--- config.mk ---
export PLATFORM = sky130hd
export DESIGN_NAME = p_if_queue
export DESIGN_NICKNAME = d
export VERILOG_FILES = /design/src/rtl/p_if_queue.sv
export SDC_FILE = /design/constraint.sdc
export NUM_CORES = 1
export LEC_CHECK = 0
export CAP_MARGIN = 20
export CORE_ASPECT_RATIO = 1.2
export CORE_MARGIN = 2
export CORE_UTILIZATION = 56
export CTS_CLUSTER_DIAMETER = 100
export DETAILED_ROUTE_END_ITERATION = 7
export PLACE_DENSITY_LB_ADDON = 0.1
export SLEW_MARGIN = 0
export SYNTH_ARGS = -nofsm -noshare
export SYNTH_HDL_FRONTEND = slang
export SYNTH_SLANG_ARGS = --single-unit
--- constraint.sdc ---
create_clock -name clk_in -period 12.6 [get_ports clk_in]
set_clock_uncertainty 0.15 [all_clocks]
set_input_delay 1.89 -clock clk_in [delete_from_list [all_inputs] [get_ports clk_in]]
set_output_delay 1.89 -clock clk_in [all_outputs]
set_load 0.02 [all_outputs]
--- src/rtl/p_if_queue.sv ---
// Instruction fetch unit with a QUEUE_DEPTH-entry prefetch queue between the memory controller
// fetch port and decode. Optional 32-bit perf counters are built when IF_PERF_EN is defined.
module p_if_queue #(
    parameter int unsigned       QUEUE_DEPTH = 4,
    parameter int unsigned       ADDR_W      = 32,
    parameter int unsigned       INST_W      = 32,
    parameter logic [ADDR_W-1:0] RESET_PC    = '0,
    parameter logic [1:0]        PORT_ID     = 2'b01
) (
    input  logic              clk_in,
    input  logic              rst_in,
    input  logic              rdy_in,
    input  logic              jump,
    input  logic [ADDR_W-1:0] next_addr,
    input  logic              mem_stall,
    output logic              mem_re,
    output logic [ADDR_W-1:0] mem_addr,
    output logic [2:0]        mem_len,
    output logic [1:0]        mem_port_id,
    input  logic              mem_busy,
    input  logic              mem_done,
    input  logic [INST_W-1:0] inst_in,
    output logic              out_valid,
    input  logic              out_ready,
    output logic [INST_W-1:0] out_inst,
    output logic [ADDR_W-1:0] out_pc,
    output logic              busy_out
`ifdef IF_PERF_EN
    ,
    output logic [31:0]       perf_fetch_cnt,
    output logic [31:0]       perf_discard_cnt
`endif
);

    localparam int unsigned PTR_W = $clog2(QUEUE_DEPTH);
    localparam int unsigned CNT_W = PTR_W + 1;

    typedef enum logic [1:0] {
        StIdle,
        StWait,
        StDiscard
    } state_e;

    state_e            state_q, state_d;
    logic [ADDR_W-1:0] pc_q, pc_d;
    logic              mem_re_q, mem_re_d;
    logic [ADDR_W-1:0] mem_addr_q, mem_addr_d;
    logic [CNT_W-1:0]  count_q, count_d;
    logic [PTR_W-1:0]  rd_ptr_q, rd_ptr_d;
    logic [PTR_W-1:0]  wr_ptr_q, wr_ptr_d;
    logic [ADDR_W-1:0] pc_mem_q   [QUEUE_DEPTH];
    logic [INST_W-1:0] inst_mem_q [QUEUE_DEPTH];

    logic adv;
    logic accept_jump;
    logic push;
    logic pop;
    logic room;
    logic issue;

    always_comb begin
        adv         = rdy_in && !mem_stall;
        accept_jump = adv && jump;
        push        = adv && !jump && (state_q == StWait) && mem_done;
        pop         = adv && !jump && out_valid && out_ready;
        // A push landing this cycle consumes a slot the new request would otherwise rely on.
        room        = (count_q + CNT_W'(push)) < CNT_W'(QUEUE_DEPTH);
        issue       = adv && !jump && (state_q == StIdle) && !mem_busy && room;
    end

    always_comb begin
        state_d    = state_q;
        pc_d       = pc_q;
        mem_re_d   = mem_re_q;
        mem_addr_d = mem_addr_q;
        if (adv) begin
            unique case (state_q)
                StIdle: begin
                    if (issue) begin
                        mem_re_d   = 1'b1;
                        mem_addr_d = pc_q;
                        state_d    = StWait;
                    end
                end
                StWait: begin
                    if (mem_done) begin
                        mem_re_d = 1'b0;
                        state_d  = StIdle;
                        pc_d     = pc_q + ADDR_W'(4);
                    end else if (jump) begin
                        state_d = StDiscard;
                    end
                end
                StDiscard: begin
                    if (mem_done) begin
                        mem_re_d = 1'b0;
                        state_d  = StIdle;
                    end
                end
                default: begin
                    mem_re_d = 1'b0;
                    state_d  = StIdle;
                end
            endcase
            if (accept_jump) begin
                pc_d = next_addr;
            end
        end
    end

    always_comb begin
        count_d  = count_q;
        rd_ptr_d = rd_ptr_q;
        wr_ptr_d = wr_ptr_q;
        if (accept_jump) begin
            count_d  = '0;
            rd_ptr_d = '0;
            wr_ptr_d = '0;
        end else begin
            if (push) begin
                wr_ptr_d = wr_ptr_q + PTR_W'(1);
            end
            if (pop) begin
                rd_ptr_d = rd_ptr_q + PTR_W'(1);
            end
            count_d = count_q + CNT_W'(push) - CNT_W'(pop);
        end
    end

    always_ff @(posedge clk_in or posedge rst_in) begin
        if (rst_in) begin
            state_q    <= StIdle;
            pc_q       <= RESET_PC;
            mem_re_q   <= 1'b0;
            mem_addr_q <= '0;
            count_q    <= '0;
            rd_ptr_q   <= '0;
            wr_ptr_q   <= '0;
            for (int i = 0; i < int'(QUEUE_DEPTH); i++) begin
                pc_mem_q[i]   <= '0;
                inst_mem_q[i] <= '0;
            end
        end else begin
            state_q    <= state_d;
            pc_q       <= pc_d;
            mem_re_q   <= mem_re_d;
            mem_addr_q <= mem_addr_d;
            count_q    <= count_d;
            rd_ptr_q   <= rd_ptr_d;
            wr_ptr_q   <= wr_ptr_d;
            if (push) begin
                pc_mem_q[wr_ptr_q]   <= pc_q;
                inst_mem_q[wr_ptr_q] <= inst_in;
            end
        end
    end

    always_comb begin
        mem_re      = mem_re_q;
        mem_addr    = mem_addr_q;
        mem_len     = 3'd4;
        mem_port_id = PORT_ID;
        out_valid   = (count_q != '0);
        busy_out    = (count_q == '0);
        out_inst    = inst_mem_q[rd_ptr_q];
        out_pc      = pc_mem_q[rd_ptr_q];
    end

`ifdef IF_PERF_EN
    logic             drop;
    logic [CNT_W:0]   discard_inc;
    logic [32:0]      fetch_sum;
    logic [32:0]      discard_sum;
    logic [31:0]      perf_fetch_q;
    logic [31:0]      perf_discard_q;

    always_comb begin
        // A return is dropped when it lands in DISCARD or coincides with an accepted redirect.
        drop        = adv && mem_done && ((state_q == StDiscard) || ((state_q == StWait) && jump));
        discard_inc = (accept_jump ? {1'b0, count_q} : '0) + (CNT_W + 1)'(drop);
        fetch_sum   = {1'b0, perf_fetch_q} + 33'(push);
        discard_sum = {1'b0, perf_discard_q} + 33'(discard_inc);
    end

    always_ff @(posedge clk_in or posedge rst_in) begin
        if (rst_in) begin
            perf_fetch_q   <= '0;
            perf_discard_q <= '0;
        end else if (adv) begin
            perf_fetch_q   <= fetch_sum[32] ? '1 : fetch_sum[31:0];
            perf_discard_q <= discard_sum[32] ? '1 : discard_sum[31:0];
        end
    end

    assign perf_fetch_cnt   = perf_fetch_q;
    assign perf_discard_cnt = perf_discard_q;
`endif

endmodule

==> flow_results.org <==
** Run status
- The flow ran to the end, and the final reports show no timing, DRC or antenna violations.

** Worst setup path
- For this design, the slowest cell found on the critical path is nand2_1.
- Reg-to-reg critical path endpoint :: mem_addr[14]
- For the worst setup path, the data required time is 12.84 ns.
- Reg-to-reg startpoint :: state_q[1]
- Stages on the worst setup path :: 11
- STA classifies the critical path startpoint as a primary input.
- The critical path starts at jump.
- Counting stages on the worst path, the most repeated cell is ha_1.
- Worst path max stage delay :: 0.69 ns
- The most critical setup path has its endpoint at mem_addr[14].
- The worst setup path is captured at a flop.
- Setup slack on the worst reg-to-reg path comes out at 8.48 ns.
- The cell family contributing the most delay on the critical path is simple AND/OR/NAND/NOR gates.
- Buffers and inverters on the worst path :: 3
- Cells along the critical path :: clkdlybuf4s50_1 -> nor3b_2 -> nand2_1 -> inv_2 -> ha_1 -> ha_1 -> xor2_1 -> nor2_1 -> nand3_2 -> buf_12 -> mux2_2
- Type of the setup path with the least slack :: in2reg
- At the worst endpoint, the arrival time is 5.82 ns.
- Worst r2r path cells :: 12
- Along the worst path, the maximum fanout reaches 30.

** CTS
- H-tree depth reported by CTS :: 2
- In this run the deepest clock path goes through 3 buffers.
- TritonCTS built the clock tree.
- Insertion delay to the later sink of the worst-skew pair :: 0.51 ns
- Sink count of the clock tree :: 330
- Hold repair after CTS inserted 0 buffers.
- In this run the clock root is driven by a clkbuf_16.
- Post-cts repair resize count :: 0
- Once the clock tree was built, the setup fixing pass inserted 0 buffers.
- Total clock buffers created by CTS :: 34
- Clock-pin slew was measured on the worst setup and hold paths at 0.06 ns.

** Global routing
- The number of global-route vias before repair was 9148.
- Maximum number of pins on one net before global-route repair :: 114
- Overflow after GRT :: 0
- In the global route stage, overall resource usage came out at 0.231.
- The first global-routing pass estimated 50.6 mm of wire.
- The initial antenna violation count was 0.

** Floorplanning
- For this configuration, the core starts out at a cell density of 0.565.
- Overall die height :: 182 um
- The core region is 26200 um2.
- Num rows :: 65
- In this run the horizontal extent of the chip is 152 um.
- The floorplan step defined a die boundary enclosing 27800 um2.
- # IOs :: 176

** Synthesis
- Proportion of register bits with asynchronous set or reset after synthesis :: 1.00
- Cell variety after synth :: 44
- In this run the cell area of the synthesized design comes to 14800 um2.
- The share of the Yosys chip area taken by registers is 0.558.
- Yosys reg bits :: 330
- Number of enable-type register cells in the synthesized netlist :: 0
- In the synthesized netlist the dominant register cell turns out to be dfrtp_1.
- Dividing the synthesized area by the synthesized cell count gives 14.6 um2.
- Number of warnings issued by yosys :: 0
- Synthesized instance count :: 1016

** Drt
- Via count :: 8944
- After detailed routing, the average wire length per cell comes to 21.1 um.
- Routed Wire Length :: 31.9 mm
- After detailed routing, the number of vias per cell comes to 5.93.
- Remaining antenna violation count :: 0
- After detailed routing, the number of remaining DRC violations is 0.
- Number of detailed-route iterations in the first pass :: 6
- DRC violation total after the first TritonRoute iteration :: 476

** Finish
- Summing all flip-flop and latch instances after layout gives 8270 um2.
- Filler cells :: 1874
- Once layout is complete, the utilization of the core stands at 0.682.
- The number of antenna diodes in the final layout is 0.
- Compared with the post-synthesis result, the final layout area differs by 20.6%.
- Final non-filler cell total :: 1509
- Layout net count :: 1235
- Area used by multi-input combinational logic :: 6120 um2
- Of the cells placed in the final design, the portion with a size suffix greater than 1 is 0.361.

** Place
- In this run the tool buffered the top-level ports with 170 buffer cells.
- Sum of net half-perimeters after detailed placement :: 18.6 mm
- Routability congestion estimate from global placement :: 0.795
- The number of placed instances, taps included, is 1445.

** Run
- Max Cap Violations :: 0

** STA
- Portion of the clock cycle consumed by the worst path in the final layout :: 0.444
- The worst path in the final design needs a cycle of 5.59 ns, including I/O delays and setup.
- Setup_tns :: 0 ns
- Achievable clock frequency :: 179 MHz
- Worst hold slack :: 0.333 ns
- At the pin with the least slew margin, the transition time is 1.13 ns.
- Number of pins exceeding their max-slew limit in the final report :: 0
- Headroom to the max-slew limit came out at 0.244.
- Unrepaired setup endpoints after global routing :: no
- Final number of hold-violating endpoints :: 0
- Setup violations remaining at the end of the flow were counted as 0.

** Min path
- The path class of the tightest hold or removal check is reg2reg.
- Startpoint of the most critical hold path :: pc_mem_q[115]

** Pwr
- Peak supply drop :: 0.000145 V
- Leakage dissipation :: 8.30 nW
- Power spread over the standard cell area amounts to 197 nW/um2.
[cell usage after synthesis, drive strengths merged, types with 8 or more instances]
library cell / n / area [um2]
o211ai: 10 / 75.1
xor2: 10 / 87.6
o21ai: 38 / 190
nor2: 23 / 86.3
mux4: 64 / 1440
nand2: 54 / 205
inv: 13 / 48.8
a22oi: 10 / 75.1
mux2: 281 / 3160
clkbuf: 36 / 146
a21oi: 8 / 40.0
ha: 13 / 163
nand4: 14 / 103
dfrtp: 330 / 8260
nand3: 19 / 95.1
buf: 49 / 282
[flip-flops by register name (all words and copies together), names as in the netlist]
register    count
pc_mem_q      128
state_q         2
inst_mem_q    128
wr_ptr_q        2
pc_q           32
mem_addr       32
rd_ptr_q        2
count_q         3
mem_re          1
[cell families after synthesis]
kind of cell               Yosys count  share of synthesized area
buffers and inverters               98                     0.0322
xor gates and xnor gates            14                    0.00828
AOI/OAI and AO/OA                   81                     0.0333
DFF                                330                      0.558
other                                2                   0.000507
muxes                              345                      0.311
and+or+nand+nor                    133                     0.0459
adders and majority gates           13                     0.0110
[how the worst min path moves through the flow]
stage / endpoint / slack, ns / depth (start not counted)
floorplan: pc_mem_q[38] / 0.29 / 2
global placement: pc_mem_q[6] / 0.31 / 2
detailed placement: pc_mem_q[115] / 0.32 / 2
CTS: pc_mem_q[115] / 0.33 / 2
global route: inst_mem_q[31] / 0.36 / 1
finish: pc_mem_q[115] / 0.33 / 2
[power by group]
group / switching (mW) / internal (mW)
registers: 0.177 / 1.25
logic: 0.479 / 0.596
clock network: 0.399 / 0.612
total: 1.06 / 2.46
[area by class of cell]
cell class,instances,share of cell area
sequential,330,0.463
multi-input combinational,591,0.343
timing repair buffer,180,0.103
clock buffer,53,0.0608
tap,335,0.0235
clock inverter,7,0.00336
inverter,13,0.00315
[worst min-delay path, stage by stage, from the launching register on]
cell	delay, ns
dfrtp_1	0.35
nand2_1	0.05
o21ai_0	0.06
[layer usage]
| layer | wire, um | GRT usage | share of wire |
|---|---|---|---|
| met1 | 14000 | 0.319 | 0.44 |
| met2 | 15700 | 0.385 | 0.49 |
| met3 | 1510 | 0.0406 | 0.047 |
| met4 | 682 | 0.0659 | 0.021 |
| met5 | 0 | 0 | 0 |
[placed cells by master, fill, tap and decap left out, types with 2 or more instances in the layout]
cell	netlist	routed
clkbuf_1	34	6
buf_4	11	6
nand3_1	19	18
o21ai_0	38	37
xnor2_1	4	4
mux2_2	281	281
nor4_4	2	2
a31oi_1	7	7
a22oi_1	10	10
o311ai_0	4	4
nand2_1	53	49
nand4_1	13	13
or3b_1	2	2
and2_1	3	3
clkdlybuf4s50_1	0	170
xor2_1	10	10
mux4_2	64	64
clkbuf_8	1	10
buf_16	0	2
ha_1	13	13
nor3_1	3	3
clkinv_2	0	6
buf_12	0	2
clkbuf_16	0	37
inv_1	12	11
conb_1	2	5
and3_1	5	5
dfrtp_1	330	328
o211ai_1	10	10
dfrtp_4	0	2
nor2_1	23	23
nand2_4	0	4
a21oi_1	8	8
or4_1	2	2
[stage by stage]
step	worst slack, ns	total power [mW]	cell area, um2
2_1_floorplan	1.42	2.07	14800
3_3_place_gp	6.37	2.52	16600
3_5_place_dp	6.21	2.53	16600
4_1_cts	6.73	3.56	17800
5_1_grt	6.78	3.69	17800
6_report	7.01	3.52	17800
Power figures use the tool's default switching activity.
